[src/rtl/mips_pkg.sv]
// Shared MIPS front-end definitions: instruction field positions, fetch FSM states
// and the opcode encodings the fetch/decode and ALU stages agree on.
package mips_pkg;

    localparam int unsigned InstrWidth = 32;

    // Field bit positions within a 32-bit instruction word
    localparam int unsigned OpcodeMsb  = 31;
    localparam int unsigned OpcodeLsb  = 26;
    localparam int unsigned RsMsb      = 25;
    localparam int unsigned RsLsb      = 21;
    localparam int unsigned RtMsb      = 20;
    localparam int unsigned RtLsb      = 16;
    localparam int unsigned RdMsb      = 15;
    localparam int unsigned RdLsb      = 11;
    localparam int unsigned ShamtMsb   = 10;
    localparam int unsigned ShamtLsb   = 6;
    localparam int unsigned FunctMsb   = 5;
    localparam int unsigned FunctLsb   = 0;
    localparam int unsigned ImmMsb     = 15;
    localparam int unsigned ImmLsb     = 0;
    localparam int unsigned JaddrMsb   = 25;
    localparam int unsigned JaddrLsb   = 0;

    typedef enum logic [1:0] {
        StIdle,
        StFetch,
        StIssue,
        StDrain
    } fetch_state_e;

    // Primary opcodes
    localparam logic [5:0] OpRtype = 6'h00;
    localparam logic [5:0] OpJ     = 6'h02;
    localparam logic [5:0] OpJal   = 6'h03;
    localparam logic [5:0] OpBeq   = 6'h04;
    localparam logic [5:0] OpBne   = 6'h05;
    localparam logic [5:0] OpAddi  = 6'h08;
    localparam logic [5:0] OpAddiu = 6'h09;
    localparam logic [5:0] OpSlti  = 6'h0A;
    localparam logic [5:0] OpAndi  = 6'h0C;
    localparam logic [5:0] OpOri   = 6'h0D;
    localparam logic [5:0] OpXori  = 6'h0E;
    localparam logic [5:0] OpLui   = 6'h0F;
    localparam logic [5:0] OpLw    = 6'h23;
    localparam logic [5:0] OpSw    = 6'h2B;

    // R-type function codes
    localparam logic [5:0] FnSll   = 6'h00;
    localparam logic [5:0] FnSrl   = 6'h02;
    localparam logic [5:0] FnJr    = 6'h08;
    localparam logic [5:0] FnAdd   = 6'h20;
    localparam logic [5:0] FnSub   = 6'h22;
    localparam logic [5:0] FnAnd   = 6'h24;
    localparam logic [5:0] FnOr    = 6'h25;
    localparam logic [5:0] FnSlt   = 6'h2A;

    function automatic logic is_word_aligned(input logic [1:0] lsb);
        return lsb == 2'b00;
    endfunction

endpackage

[src/rtl/fetch_pc_ctrl.sv]
// PC/pending registers, fetch state machine and instruction-memory handshake.
// Optional misaligned-redirect trap under IFETCH_ALIGN_CHECK_EN.
module fetch_pc_ctrl
    import mips_pkg::*;
#(
    parameter int unsigned          WORD_SIZE = 32,
    parameter logic [WORD_SIZE-1:0] RESET_PC  = 32'hBFC0_0000,
    parameter int unsigned          PC_STEP   = 4
) (
    input  logic                 clk,
    input  logic                 rst_n,
    output logic                 imem_req,
    output logic [WORD_SIZE-1:0] imem_addr,
    input  logic                 imem_ack,
    input  logic                 redirect_valid,
    input  logic [WORD_SIZE-1:0] redirect_pc,
    output logic                 dec_valid,
    input  logic                 dec_ready,
`ifdef IFETCH_ALIGN_CHECK_EN
    output logic                 fetch_exc,
`endif
    output logic                 capture
);

    fetch_state_e         state_q, state_d;
    logic [WORD_SIZE-1:0] pc_q, pc_d;
    logic [WORD_SIZE-1:0] pending_q, pending_d;
    logic                 req_q, req_d;
    logic                 valid_q, valid_d;
    logic                 redir;
    logic [WORD_SIZE-1:0] redir_pc;

`ifdef IFETCH_ALIGN_CHECK_EN
    logic exc_q, exc_d;
    logic misaligned;

    assign misaligned = redirect_valid && !exc_q && !is_word_aligned(redirect_pc[1:0]);
    assign redir      = redirect_valid && !exc_q && !misaligned;
    assign redir_pc   = redirect_pc;
    assign fetch_exc  = exc_q;
`else
    logic unused_redirect_lsb;

    assign unused_redirect_lsb = ^redirect_pc[1:0];
    assign redir               = redirect_valid;
    assign redir_pc            = {redirect_pc[WORD_SIZE-1:2], 2'b00};
`endif

    always_comb begin
        state_d   = state_q;
        pc_d      = pc_q;
        pending_d = pending_q;
        capture   = 1'b0;
`ifdef IFETCH_ALIGN_CHECK_EN
        exc_d     = exc_q;
`endif
        unique case (state_q)
            StIdle: begin
                if (redir) begin
                    pc_d = redir_pc;
                end
                state_d = StFetch;
            end
            StFetch: begin
                if (redir) begin
                    if (imem_ack) begin
                        pc_d = redir_pc;
                    end else begin
                        // Outstanding request must complete before the new target is fetched
                        pending_d = redir_pc;
                        state_d   = StDrain;
                    end
                end else if (imem_ack) begin
                    capture = 1'b1;
                    pc_d    = pc_q + WORD_SIZE'(PC_STEP);
                    state_d = StIssue;
                end
            end
            StDrain: begin
                if (redir) begin
                    pending_d = redir_pc;
                end
                if (imem_ack) begin
                    pc_d    = redir ? redir_pc : pending_q;
                    state_d = StFetch;
                end
            end
            StIssue: begin
                if (redir) begin
                    pc_d    = redir_pc;
                    state_d = StFetch;
                end else if (dec_ready) begin
                    state_d = StFetch;
                end
            end
            default: state_d = StIdle;
        endcase
`ifdef IFETCH_ALIGN_CHECK_EN
        if (misaligned) begin
            exc_d = 1'b1;
        end
        if (misaligned || exc_q) begin
            state_d = StIdle;
            capture = 1'b0;
        end
`endif
        req_d   = (state_d == StFetch) || (state_d == StDrain);
        valid_d = (state_d == StIssue);
    end

    always_ff @(posedge clk or negedge rst_n) begin
        if (!rst_n) begin
            state_q   <= StIdle;
            pc_q      <= RESET_PC;
            pending_q <= RESET_PC;
            req_q     <= 1'b0;
            valid_q   <= 1'b0;
`ifdef IFETCH_ALIGN_CHECK_EN
            exc_q     <= 1'b0;
`endif
        end else begin
            state_q   <= state_d;
            pc_q      <= pc_d;
            pending_q <= pending_d;
            req_q     <= req_d;
            valid_q   <= valid_d;
`ifdef IFETCH_ALIGN_CHECK_EN
            exc_q     <= exc_d;
`endif
        end
    end

    assign imem_req  = req_q;
    assign imem_addr = pc_q;
    assign dec_valid = valid_q;

endmodule

[src/rtl/instr_fetch_decode.sv]
// Instruction fetch/decode stage: fetches words over req/ack and presents them,
// split into R/I/J fields, over valid/ready. IFETCH_ALIGN_CHECK_EN adds fetch_exc.
module instr_fetch_decode
    import mips_pkg::*;
#(
    parameter int unsigned          WORD_SIZE = 32,
    parameter logic [WORD_SIZE-1:0] RESET_PC  = 32'hBFC0_0000,
    parameter int unsigned          PC_STEP   = 4
) (
    input  logic                  clk,
    input  logic                  rst_n,
    output logic                  imem_req,
    output logic [WORD_SIZE-1:0]  imem_addr,
    input  logic                  imem_ack,
    input  logic [InstrWidth-1:0] imem_rdata,
    input  logic                  redirect_valid,
    input  logic [WORD_SIZE-1:0]  redirect_pc,
    output logic                  dec_valid,
    input  logic                  dec_ready,
    output logic [WORD_SIZE-1:0]  dec_pc,
    output logic [5:0]            opcode,
    output logic [4:0]            rtype_rs,
    output logic [4:0]            rtype_rt,
    output logic [4:0]            rtype_rd,
    output logic [4:0]            rtype_shamt,
    output logic [5:0]            rtype_funct,
    output logic [4:0]            itype_rs,
    output logic [4:0]            itype_rt,
    output logic [15:0]           itype_immediate,
`ifdef IFETCH_ALIGN_CHECK_EN
    output logic                  fetch_exc,
`endif
    output logic [25:0]           jtype_addres
);

    logic                  capture;
    logic [InstrWidth-1:0] instr_q, instr_d;
    logic [WORD_SIZE-1:0]  dec_pc_q, dec_pc_d;

    fetch_pc_ctrl #(
        .WORD_SIZE (WORD_SIZE),
        .RESET_PC  (RESET_PC),
        .PC_STEP   (PC_STEP)
    ) u_fetch_pc_ctrl (
        .clk            (clk),
        .rst_n          (rst_n),
        .imem_req       (imem_req),
        .imem_addr      (imem_addr),
        .imem_ack       (imem_ack),
        .redirect_valid (redirect_valid),
        .redirect_pc    (redirect_pc),
        .dec_valid      (dec_valid),
        .dec_ready      (dec_ready),
`ifdef IFETCH_ALIGN_CHECK_EN
        .fetch_exc      (fetch_exc),
`endif
        .capture        (capture)
    );

    // imem_addr still holds the fetched PC in the capture cycle
    always_comb begin
        instr_d  = capture ? imem_rdata : instr_q;
        dec_pc_d = capture ? imem_addr : dec_pc_q;
    end

    always_ff @(posedge clk or negedge rst_n) begin
        if (!rst_n) begin
            instr_q  <= '0;
            dec_pc_q <= '0;
        end else begin
            instr_q  <= instr_d;
            dec_pc_q <= dec_pc_d;
        end
    end

    assign dec_pc          = dec_pc_q;
    assign opcode          = instr_q[OpcodeMsb:OpcodeLsb];
    assign rtype_rs        = instr_q[RsMsb:RsLsb];
    assign rtype_rt        = instr_q[RtMsb:RtLsb];
    assign rtype_rd        = instr_q[RdMsb:RdLsb];
    assign rtype_shamt     = instr_q[ShamtMsb:ShamtLsb];
    assign rtype_funct     = instr_q[FunctMsb:FunctLsb];
    assign itype_rs        = instr_q[RsMsb:RsLsb];
    assign itype_rt        = instr_q[RtMsb:RtLsb];
    assign itype_immediate = instr_q[ImmMsb:ImmLsb];
    assign jtype_addres    = instr_q[JaddrMsb:JaddrLsb];

endmodule

[config.mk]
export PLATFORM = sky130hd
export DESIGN_NAME = instr_fetch_decode
export DESIGN_NICKNAME = d
export VERILOG_FILES = /design/src/rtl/mips_pkg.sv /design/src/rtl/fetch_pc_ctrl.sv /design/src/rtl/instr_fetch_decode.sv
export SDC_FILE = /design/constraint.sdc
export NUM_CORES = 1
export LEC_CHECK = 0
export ABC_CLOCK_PERIOD_IN_PS = 4400
export CAP_MARGIN = 20
export CORE_MARGIN = 5
export CORE_UTILIZATION = 50
export DETAILED_ROUTE_END_ITERATION = 8
export PLACE_DENSITY_LB_ADDON = 0.1
export SYNTH_ARGS = -nofsm -noshare
export SYNTH_HDL_FRONTEND = slang
export SYNTH_HIERARCHICAL = 1
export SYNTH_SLANG_ARGS = --single-unit
[constraint.sdc]
create_clock -name clk -period 4.4 [get_ports clk]
set_clock_uncertainty 0.15 [all_clocks]
set_input_delay 1.32 -clock clk [delete_from_list [all_inputs] [get_ports clk]]
set_output_delay 1.32 -clock clk [all_outputs]
set_load 0.02 [all_outputs]
# After elaboration in Yosys (flattened, before gate mapping)
# Cells that the tools add are included.
# totals
ff_bits	132
output_inout_bits	150
elab_cells	45
# op_classes
n_addsub	1
muxes	20
eq_ne	11
n_reduce_logical	6
# ops
op	n
32-bit 2-to-1 mux	8
32-bit one-hot mux with 3 select lines	1
32-bit one-hot mux with 2 select lines	1
32-bit by 3-bit adder with 32-bit output, second input constant	1
2-bit 2-to-1 mux	6
2-bit equality test, second input constant	4
2-bit inequality test, second input constant	4
2-bit one-hot mux with 4 select lines	1
3-bit AND reduction	2
2-bit by 1-bit equality test with 1-bit output, second input constant	2
1-bit 2-to-1 mux	3
2-bit zero test	1
2-bit by 1-bit inequality test with 1-bit output, second input constant	1
2-bit nonzero test	1
2-bit OR reduction	1
1-bit logical OR	1

# Depth between registers and ports, before layout
# Gate-level depths: netlist of the first run.
# logic_depth
ltp_word	5
mapped_depth	9
depth_no_buf	6

# Modules after synthesis
# Netlist of the first run, hierarchy kept.
# modules_own_cells
mod	instances	cells_each	area_each_um2
fetch_pc_ctrl	1	420	4000.1
instr_fetch_decode	1	187	3069.2

# Worst setup path after synthesis of the first run
# No wires, ideal clock.
# synth_timing
kind	input port to flip-flop
from	input redirect_valid
to	register dec_pc_q[10], in the netlist dec_pc[10]
setup_slack_ns	1.309
path_stages	8
setup_time_ns	0.125
arrival_time_ns	2.816
path_cell_list	buf_2 > clkinv_1 > nand2_1 > nor2_1 > and2_1 > buf_6 > buf_12 > mux2_4
# synth_via
elab_chain_cells	2
# synth_lines
item	line	text
start: declaration	instr_fetch_decode.sv:16	input logic redirect_valid,
1-bit 2-to-1 mux	fetch_pc_ctrl.sv:65	if (redir) begin
1-bit 2-to-1 mux	fetch_pc_ctrl.sv:57	unique case (state_q)
named net capture	instr_fetch_decode.sv:36	logic capture;
end signal: assignment	instr_fetch_decode.sv:72	dec_pc_q <= dec_pc_d;
end: declaration	instr_fetch_decode.sv:38	logic [WORD_SIZE-1:0] dec_pc_q, dec_pc_d;
# The timed path passes the listed nets, and every way through them passes these cells.
# A chain may end at the register's enable or synchronous reset.

# Worst setup path in the final report of the first run
# layout_timing
from	input redirect_valid
to	register u_fetch_pc_ctrl.pc_q[15], in the netlist u_fetch_pc_ctrl/imem_addr[15]
# layout_via
elab_chain_cells	3
# layout_lines
item	line	text
32-bit 2-to-1 mux	-	
32-bit 2-to-1 mux	fetch_pc_ctrl.sv:83	if (imem_ack) begin
32-bit one-hot mux with 3 select lines	fetch_pc_ctrl.sv:57	
end signal: assignment	fetch_pc_ctrl.sv:123	pc_q <= pc_d;
end: declaration	fetch_pc_ctrl.sv:26	logic [WORD_SIZE-1:0] pc_q, pc_d;
# Several ways; a longest one is shown, not always the timed one. The select of a mux whose other input is x is not followed.

==> results of run 1 <==
==> final cells by class <==
class	instances	area [um2]
Clock inverter	13	161
Multi-Input combinational cell	374	3020
Timing Repair Buffer	231	2310
Tap cell	180	225
Sequential cell	131	3300
Clock buffer	18	439
Inverter	14	52.6
Fill cell	1028	4370
==> cell families after synthesis <==
family	Yosys count	share of synthesized area (%)
fa+ha+maj	1	0.177
compound gates	135	12.9
xor+xnor	8	0.991
flops	131	46.7
mux	95	18.3
buf+inv	102	10.7
simple gates	135	10.2
==> stage by stage <==
step           util, %  worst slack [ns]  cells  hold WS [ns]  area (um2)
3_5_place_dp      64.2             0.727    930         0.341        8910
6_report          68.5              1.14    961         0.350        9510
2_1_floorplan        -              1.31    607         0.314        7070
3_3_place_gp      64.1             0.725    929         0.333        8900
4_1_cts           68.5              1.19    961         0.354        9510
5_1_grt           68.5             0.980    961         0.362        9510
==> worst reg2reg max path: cells and delay by family (launching register included) <==
family | cells | cell delay (ns)
flip-flops | 1 | 0.49
adder cells (fa/ha/maj) | 1 | 0.27
AO/OA/AOI/OAI | 2 | 0.34
AND/OR/NAND/NOR | 3 | 1.26
==> sequential cells by signal (all words and copies together) (netlist names) <==
signal                     flops
u_fetch_pc_ctrl/dec_valid      1
u_fetch_pc_ctrl/state_q        1
u_fetch_pc_ctrl/imem_addr     32
u_fetch_pc_ctrl/pending_q     32
u_fetch_pc_ctrl/imem_req       1
dec_pc                        32
instr_q                       32
==> layer usage <==
| metal | GRT usage (%) | wire, um |
|---|---|---|
| met5 | 0 | 0 |
| met4 | 8.65 | 340 |
| met3 | 5.77 | 1450 |
| met2 | 39.4 | 9680 |
| met1 | 29.1 | 8110 |
==> placed cells by master, fill, tap and decap left out, types with 17 or more instances in the layout <==
| master | instances |
|---|---|
| sky130_fd_sc_hd__nor2_1 | 24 |
| sky130_fd_sc_hd__dfstp_2 | 18 |
| sky130_fd_sc_hd__mux2_2 | 33 |
| sky130_fd_sc_hd__a21oi_1 | 21 |
| sky130_fd_sc_hd__mux2_4 | 60 |
| sky130_fd_sc_hd__clkbuf_16 | 17 |
| sky130_fd_sc_hd__o21ai_0 | 34 |
| sky130_fd_sc_hd__clkdlybuf4s50_1 | 215 |
| sky130_fd_sc_hd__dfrtp_1 | 113 |
| sky130_fd_sc_hd__nand2_1 | 46 |
==> synthesized netlist by cell type (4+ instances only) <==
cell type,instances
sky130_fd_sc_hd__o211ai_1,4
sky130_fd_sc_hd__clkbuf_1,13
sky130_fd_sc_hd__nor2b_1,4
sky130_fd_sc_hd__nand4_1,11
sky130_fd_sc_hd__nor2_1,24
sky130_fd_sc_hd__nor3_1,5
sky130_fd_sc_hd__o21a_1,9
sky130_fd_sc_hd__dfstp_2,18
sky130_fd_sc_hd__xnor2_1,6
sky130_fd_sc_hd__buf_4,52
sky130_fd_sc_hd__buf_2,7
sky130_fd_sc_hd__o21ai_0,34
sky130_fd_sc_hd__and3_1,7
sky130_fd_sc_hd__mux2_4,60
sky130_fd_sc_hd__nand2_1,46
sky130_fd_sc_hd__mux2_2,33
sky130_fd_sc_hd__clkbuf_8,4
sky130_fd_sc_hd__dfrtp_1,113
sky130_fd_sc_hd__a21oi_1,21
sky130_fd_sc_hd__a31oi_1,6
sky130_fd_sc_hd__nand2b_1,4
sky130_fd_sc_hd__nand3_1,11
sky130_fd_sc_hd__buf_12,6
sky130_fd_sc_hd__o22ai_1,16
sky130_fd_sc_hd__inv_1,13
sky130_fd_sc_hd__a2bb2oi_1,10
==> final timing paths <==
kind	end	slack (ns)
hold reg to reg	u_fetch_pc_ctrl/pending_q[18]$_DFFE_PN0P_	0.35
min in group asynchronous	instr_q[6]$_DFFE_PN0P_	0.80
max in group asynchronous	u_fetch_pc_ctrl/imem_addr[25]$_DFFE_PN1P_	2.48
setup / recovery	u_fetch_pc_ctrl/imem_addr[15]$_DFFE_PN0P_	1.14
setup reg to reg	u_fetch_pc_ctrl/imem_addr[28]$_DFFE_PN1P_	1.83
hold / removal	u_fetch_pc_ctrl/pending_q[18]$_DFFE_PN0P_	0.35
==> power by group <==
part           internal, mW  total (mW)  switching (mW)
clock network         0.900        1.43           0.534
registers              1.59        1.95           0.360
logic                  1.28        2.40            1.12
total                  3.77        5.79            2.02
==> flow_summary.yaml, run 1 <==
clock_tree:
  cts.reportedPaths.clkPinSlew_ns: 0.06
  post-cts-setup-buffers: 0
  cts.sinks: 131
  numCtsBuffers: 17
  clk-insertion-delay-late_ns: 0.42
  cts_hold_buf: 0
  tritoncts: "done"
  post_cts.resized_instances: 0
  clock_path_buffers: 2
  cts-root-buf: "sky130_fd_sc_hd__clkbuf_16"
  cts_htree_levels: 4
setup_path:
  cp.buffers_inverters: 3
  r2r_cell_count: 6
  cp.depth: 7
  worst-setup-path-type: "input pin to flip-flop"
  reg2reg_from: "u_fetch_pc_ctrl/imem_addr[2]$_DFFE_PN0P_"
  slowest_stage_cell_on_the_critical_path: "sky130_fd_sc_hd__clkdlybuf4s50_1"
  crit_path_start_kind: "input pin"
  worstPathCellList: "clkdlybuf4s50_1, buf_4, nand2_1, buf_4, o22ai_1, a31oi_1, o2bb2a_1"
  max_stage_delay_ns: 0.50
  worst-endpoint-arrival_ns: 3.41
  worstSetupEndpointType: "flip-flop"
  crit_path_start: "redirect_valid"
  critical-path-top-cell-by-count: "sky130_fd_sc_hd__buf_4"
  worst_ep_required_time_ns: 4.56
  critPathTopFamily: "buffers and inverters"
  cp_max_fo: 28
power_and_ir_drop:
  power_per_cell_area_nw_per_um2: 608
  design_power_total_mw: 5.79
  leakage_power_of_the_design_nw: 3.90
  vdd.ir_drop.worst_uv: 373
final_layout:
  post_route_cells_drive_above_1_share_pct: 22.4
  flow.area_growth_from_synthesis_pct: 34.5
  num_antenna_cells: 0
  layout.nets: 839
yosys:
  yosys_register_bits: 131
  synthesis.area_per_instance_um2: 11.6
  synth_seq_area_share_pct: 46.7
  synth-edff-count: 0
  ys_top_cells_by_area: "sky130_fd_sc_hd__dfrtp_1, sky130_fd_sc_hd__mux2_4, sky130_fd_sc_hd__dfstp_2"
  number_of_warnings_printed_during_yosys_synthesis: 6
  synth_top_cell_by_area: "sky130_fd_sc_hd__dfrtp_1"
  netlist_instances: 607
  synth_area_um2: 7070
  yosysUniqueCellTypes: 74
  synthFlopType: "sky130_fd_sc_hd__dfrtp_1"
  synthArstFlopShare_pct: 100
  synth_fp_nets: 677
  post-synth-top-area-fraction_pct: 40.0
floorplan:
  total_die_area_um2: 16600
  io_pins: 219
  initial_utilization_pct: 50.9
  floorplan.rows: 43
  core_area_um2: 13900
  fp.dieH_um: 129
  chipWidth_um: 129
placed_design:
  portBuffers: 216
  gp_routability_congestion: 0.872
  detailedPlacementHpwl_um: 13600
global_routing:
  grt_pass1_vias: 5686
  grt_first_pass_wirelength_um: 30400
  maximum_number_of_pins_on_one_net_before_global_route_repair: 83
  grtUsageTotal_pct: 23.4
  antenna_found_initial: 0
  globalRoute.totalOverflow: 0
timing:
  slew_at_the_pin_with_the_worst_max_slew_slack_ns: 0.874
  finalSetupTns_ns: 0
  timing.final.max_slew_violations: 0
  final.min_clock_period_ns: 3.26
  layout_worst_path_cycle_share_pct: 74.0
  maxClockFrequency_mhz: 307
  unrepaired_setup_endpoints_after_global_routing: "no"
  final-setup-viol-count: 0
  timing.max_slew.rel_slack_pct: 41.5
  final_hold_viol_count: 0
run_status:
  outcome: "finished clean"
detailed_routing:
  dr.pass1.iters: 5
  vias: 5499
  ant_nets: 0
  route.final.wire_length_um: 19600
  remaining_drc_errors: 0
  drt-initial-drc-count: 473
  via_per_inst: 5.72
  detail_route.wl_per_cell_um: 20.4
min_path:
  timing.hold.worst.class: "flip-flop to flip-flop"
  timing.hold.worst_path_depth: 1
  holdCritStartpoint: "u_fetch_pc_ctrl/pending_q[18]$_DFFE_PN0P_"
job:
  number_of_max_cap_violations: 0
Power figures use the tool's default switching activity.
==> inputs of run 2 (changes only) <==
Settings changed: ABC_CLOCK_PERIOD_IN_PS 4400 to 2700, CORE_UTILIZATION 50 to 43.
Clock period 4.4 ns to 2.7 ns, I/O delays scaled along.
==> run 2 against run 1 <==
Sequential power grew 61%. Non-clock buffer count grew 42. Via count grew 1.4%. Global-route usage shrank 2.6 points. Worst hold slack lost 0.17 ns. Critical endpoint is now imem_addr[24]. Highest routed layer unchanged. Wire length grew 1.9%. Clock-buffer cell count grew 8. Sequential cell count is the same. Core utilization shrank 6.9 points. Setup slack lost 1.0 ns.
==> flow_summary.yaml, run 2 (same netlist as run 1, synthesis figures left out) <==
timing:
  final-setup-viol-count: 0
  unrepaired_setup_endpoints_after_global_routing: "no"
  timing.final.max_slew_violations: 0
  slew_at_the_pin_with_the_worst_max_slew_slack_ns: 0.560
  maxClockFrequency_mhz: 384
  final.min_clock_period_ns: 2.60
  layout_worst_path_cycle_share_pct: 96.5
  final_hold_viol_count: 0
  timing.max_slew.rel_slack_pct: 62.7
final_layout:
  filler_cell_count: 1330
  post_route_cells_drive_above_1_share_pct: 25.7
  flow.area_growth_from_synthesis_pct: 39.5
  layout.cells.most_common_list: "sky130_fd_sc_hd__clkdlybuf4s50_1, sky130_fd_sc_hd__dfrtp_1, sky130_fd_sc_hd__mux2_4"
  final_common_cell: "sky130_fd_sc_hd__clkdlybuf4s50_1"
  num_antenna_cells: 0
  layout.nets: 881
  instances_no_fill: 1040
setup_path:
  worstSetupEndpointType: "primary output"
  crit_path_start_kind: "flip-flop"
  worst_ep_required_time_ns: 1.74
  worst-endpoint-arrival_ns: 1.64
  critPathTopFamily: "buffers and inverters"
  worstPathCellList: "clkdlybuf4s50_1"
  slowest_stage_cell_on_the_critical_path: "sky130_fd_sc_hd__clkdlybuf4s50_1"
  cp.buffers_inverters: 1
  cp_max_fo: 7
  max_stage_delay_ns: 0.63
  worst-setup-path-type: "flip-flop to primary output"
placed_design:
  detailedPlacementHpwl_um: 14800
  gp_routability_congestion: 0.860
  portBuffers: 216
  dp.cells: 1008
floorplan:
  total_die_area_um2: 19100
  fp.dieH_um: 138
  io_pins: 219
  floorplan.rows: 46
  core_area_um2: 16000
  chipWidth_um: 138
  initial_utilization_pct: 44.2
global_routing:
  grt_first_pass_wirelength_um: 32200
  maximum_number_of_pins_on_one_net_before_global_route_repair: 48
  grtUsageTotal_pct: 20.8
  antenna_found_initial: 0
  globalRoute.totalOverflow: 0
  grt_pass1_vias: 5744
power_and_ir_drop:
  design_power_total_mw: 9.31
  power_per_cell_area_nw_per_um2: 944
  vdd.ir_drop.worst_uv: 447
  leakage_power_of_the_design_nw: 4.11
detailed_routing:
  ant_nets: 0
  remaining_drc_errors: 0
  dr.pass1.iters: 7
  vias: 5575
  route.final.wire_length_um: 20000
  detail_route.wl_per_cell_um: 19.2
  via_per_inst: 5.36
  drt-initial-drc-count: 454
clock_tree:
  tritoncts: "done"
  clock_path_buffers: 2
  numCtsBuffers: 17
  cts.reportedPaths.clkPinSlew_ns: 0.06
  cts-root-buf: "sky130_fd_sc_hd__clkbuf_16"
  cts_htree_levels: 4
  cts_hold_buf: 0
  post-cts-setup-buffers: 0
  post_cts.resized_instances: 0
  cts.sinks: 131
  clk-insertion-delay-late_ns: 0.41
run_status:
  outcome: "finished clean"
min_path:
  timing.hold.worst.class: "input pin to async pin"
job:
  number_of_max_cap_violations: 0
[run 2: cell types whose count changed in the layout (fill, tap and decap cells not counted), sizes merged]
cell and change:
bufinv -2, clkinvlp -4, clkinv -1, clkbuf +8, buf +42
[run 2: metrics by stage]
stage | hold WS, ns | util [%] | TNS (ns) | cell area [um2] | worst slack (ns)
after floorplan | 0.314 | - | 0 | 7070 | 0.119
after global placement | 0.334 | 58.2 | -0.0494 | 9320 | -0.0171
after detailed placement | 0.342 | 58.2 | -0.163 | 9320 | -0.0428
after CTS | 0.187 | 61.6 | 0 | 9860 | 0.0788
after global routing | 0.207 | 61.6 | 0 | 9860 | 0.0358
final | 0.181 | 61.6 | 0 | 9860 | 0.0952
[run 2: per-layer routing]
metal  global-route usage, %  wire, um
met5                       0         0
met4                    6.55       291
met3                    5.86      1290
met2                    33.4      9550
met1                    27.4      8810
[run 2: worst paths after layout]
kind / start / endpoint / slack, ns / cells past startpoint
max: u_fetch_pc_ctrl/imem_addr[24]$_DFFE_PN1P_ / imem_addr[24] / 0.1 / 1
min: rst_n / dec_pc[25]$_DFFE_PN0P_ / 0.18 / 1
max reg2reg: u_fetch_pc_ctrl/imem_addr[3]$_DFFE_PN0P_ / u_fetch_pc_ctrl/imem_addr[16]$_DFFE_PN0P_ / 0.32 / 6
min reg2reg: dec_pc[15]$_DFFE_PN0P_ / dec_pc[15]$_DFFE_PN0P_ / 0.35 / 1
max in group asynchronous: rst_n / u_fetch_pc_ctrl/pending_q[26]$_DFFE_PN1P_ / 1.53 / 2
min in group clk: dec_pc[15]$_DFFE_PN0P_ / dec_pc[15]$_DFFE_PN0P_ / 0.35 / 1
[run 2: power by group]
part           switching [mW]  leakage [nW]  internal [mW]
Clock                   0.810         0.272           1.33
Sequential              0.542          1.53           2.59
Combinational            1.88          2.31           2.16
[run 2: area by class of cell]
class | count | area (um2) | share of cell area [%]
inverter | 14 | 52.6 | 0.533
clock inverter | 6 | 55.1 | 0.558
sequential | 131 | 3300 | 33.5
timing repair buffer | 273 | 2680 | 27.2
tap | 216 | 270 | 2.74
clock buffer | 26 | 489 | 4.96
multi-input combinational | 374 | 3020 | 30.6
==> inputs of run 3 (changes only) <==
Settings changed: CORE_ASPECT_RATIO set to 1.4.
==> run 3 against run 2 <==
Global-route usage increased by 0.13 points. Worst hold slack better by 0.0085 ns. Via count rose by 0.48%. Largest cell class unchanged. Wire length increased by 1.4%. Highest routed layer unchanged. Total power grew 3.6%. Die area grew 0.19%. Cell count down 2.0%. Critical path type unchanged. Sequential cell count did not move.
==> flow_summary.yaml, run 3 (same netlist as run 1, synthesis figures left out) <==
placed_design:
  detailedPlacementHpwl_um: 15000
  gp_routability_congestion: 0.868
  dp.cells: 987
  portBuffers: 216
clock_tree:
  cts_htree_levels: 4
  clk-insertion-delay-late_ns: 0.42
  tritoncts: "done"
  clock_path_buffers: 2
  numCtsBuffers: 17
  cts_hold_buf: 0
  post-cts-setup-buffers: 0
  cts.sinks: 131
  cts.reportedPaths.clkPinSlew_ns: 0.06
  post_cts.resized_instances: 0
  cts-root-buf: "sky130_fd_sc_hd__clkbuf_16"
timing:
  finalSetupTns_ns: 0
  whs_ns: 0.189
  layout_worst_path_cycle_share_pct: 96.3
  timing.final.max_slew_violations: 0
  maxClockFrequency_mhz: 384
  final-setup-viol-count: 0
  timing.max_slew.rel_slack_pct: 65.4
  unrepaired_setup_endpoints_after_global_routing: "no"
  final.min_clock_period_ns: 2.60
  final_hold_viol_count: 0
  slew_at_the_pin_with_the_worst_max_slew_slack_ns: 0.518
floorplan:
  fp.dieH_um: 162
  initial_utilization_pct: 43.7
  io_pins: 219
  core_area_um2: 16200
  total_die_area_um2: 19100
  floorplan.rows: 55
  chipWidth_um: 118
setup_path:
  max_stage_delay_ns: 0.63
  cp.buffers_inverters: 1
  worst_ep_required_time_ns: 1.74
  cp.depth: 1
  slowest_stage_cell_on_the_critical_path: "sky130_fd_sc_hd__clkdlybuf4s50_1"
  timing.rr.end: "u_fetch_pc_ctrl/imem_addr[16]$_DFFE_PN0P_"
  worst-setup-path-type: "flip-flop to primary output"
  worstSetupEndpointType: "primary output"
  r2r_cell_count: 6
  cp_max_fo: 7
  crit_path_start_kind: "flip-flop"
  regToRegSetupSlack_ns: 0.37
  worst-endpoint-arrival_ns: 1.64
  critPathTopFamily: "buffers and inverters"
  reg2reg_from: "u_fetch_pc_ctrl/imem_addr[3]$_DFFE_PN0P_"
  worstPathCellList: "clkdlybuf4s50_1"
detailed_routing:
  via_per_inst: 5.50
  vias: 5602
  detail_route.wl_per_cell_um: 19.9
  remaining_drc_errors: 0
  ant_nets: 0
  route.final.wire_length_um: 20200
  dr.pass1.iters: 5
  drt-initial-drc-count: 355
power_and_ir_drop:
  leakage_power_of_the_design_nw: 4.12
  vdd.ir_drop.worst_uv: 562
  share_comb_of_total_power_pct: 42.0
  switching_share_pct: 34.3
  internal-power_mw: 6.34
  share_seq_of_total_power_pct: 32.5
  power_per_cell_area_nw_per_um2: 974
  power_frac_clock_pct: 25.5
  switchingPower_mw: 3.31
final_layout:
  instances_no_fill: 1019
  flow.area_growth_from_synthesis_pct: 40.1
  layout.cells.most_common_list: "sky130_fd_sc_hd__clkdlybuf4s50_1, sky130_fd_sc_hd__dfrtp_1, sky130_fd_sc_hd__mux2_4"
  layout.nets: 877
  post_route_cells_drive_above_1_share_pct: 26.1
  final_common_cell: "sky130_fd_sc_hd__clkdlybuf4s50_1"
  num_antenna_cells: 0
min_path:
  timing.hold.worst.class: "input pin to async pin"
job:
  number_of_max_cap_violations: 0
global_routing:
  grt_first_pass_wirelength_um: 32300
  globalRoute.totalOverflow: 0
  grtUsageTotal_pct: 20.9
  antenna_found_initial: 0
  grt_pass1_vias: 5792
  maximum_number_of_pins_on_one_net_before_global_route_repair: 52
run_status:
  outcome: "finished clean"
## run 3: metal layers
metal,up-vias,track usage (%),part of all wire (%)
met5,-,0,0
met4,0,7.77,2.3
met3,38,5.50,6.1
met2,231,35.7,50
met1,2787,25.4,42
li1,2546,-,-
## run 3: cell type report
cell class | instances | area (um2)
clock buffers | 19 | 453
clock inverters | 13 | 183
fillers | 1345 | 6270
inverters | 14 | 52.6
multi-input cells | 374 | 3020
flip-flops and latches | 131 | 3300
well taps | 199 | 249
repair buffers | 269 | 2650
## run 3: worst max path at each step
stage	from	to	slack (ns)
after floorplan	redirect_valid	dec_pc[10]$_DFFE_PN0P_	0.12
after global placement	redirect_valid	u_fetch_pc_ctrl/imem_addr[26]$_DFFE_PN1P_	-0.09
after detailed placement	redirect_valid	u_fetch_pc_ctrl/imem_addr[26]$_DFFE_PN1P_	-0.09
after CTS	u_fetch_pc_ctrl/imem_addr[6]$_DFFE_PN0P_	imem_addr[6]	0.06
after global routing	u_fetch_pc_ctrl/imem_addr[6]$_DFFE_PN0P_	imem_addr[6]	0.03
final	u_fetch_pc_ctrl/imem_addr[24]$_DFFE_PN1P_	imem_addr[24]	0.1
## run 3: per-stage QoR
stage	power [mW]	instance area [um2]	utilization (%)	setup WS (ns)
after floorplan	5.51	7070	-	0.119
after global placement	7.16	9270	57.3	-0.0867
after detailed placement	7.25	9270	57.3	-0.0916
after CTS	9.76	9900	61.2	0.0648
after global routing	10.1	9900	61.2	0.0252
final	9.65	9900	61.2	0.0991
## run 3: power by group through the flow
stage | sequential [mW] | combinational, mW | clock [mW]
2_1_floorplan | 3.65 | 1.86 | 0
3_3_place_gp | 3.13 | 4.04 | 0
3_5_place_dp | 3.17 | 4.08 | 0
4_1_cts | 3.14 | 4.10 | 2.52
5_1_grt | 3.23 | 4.27 | 2.61
6_report | 3.13 | 4.06 | 2.46
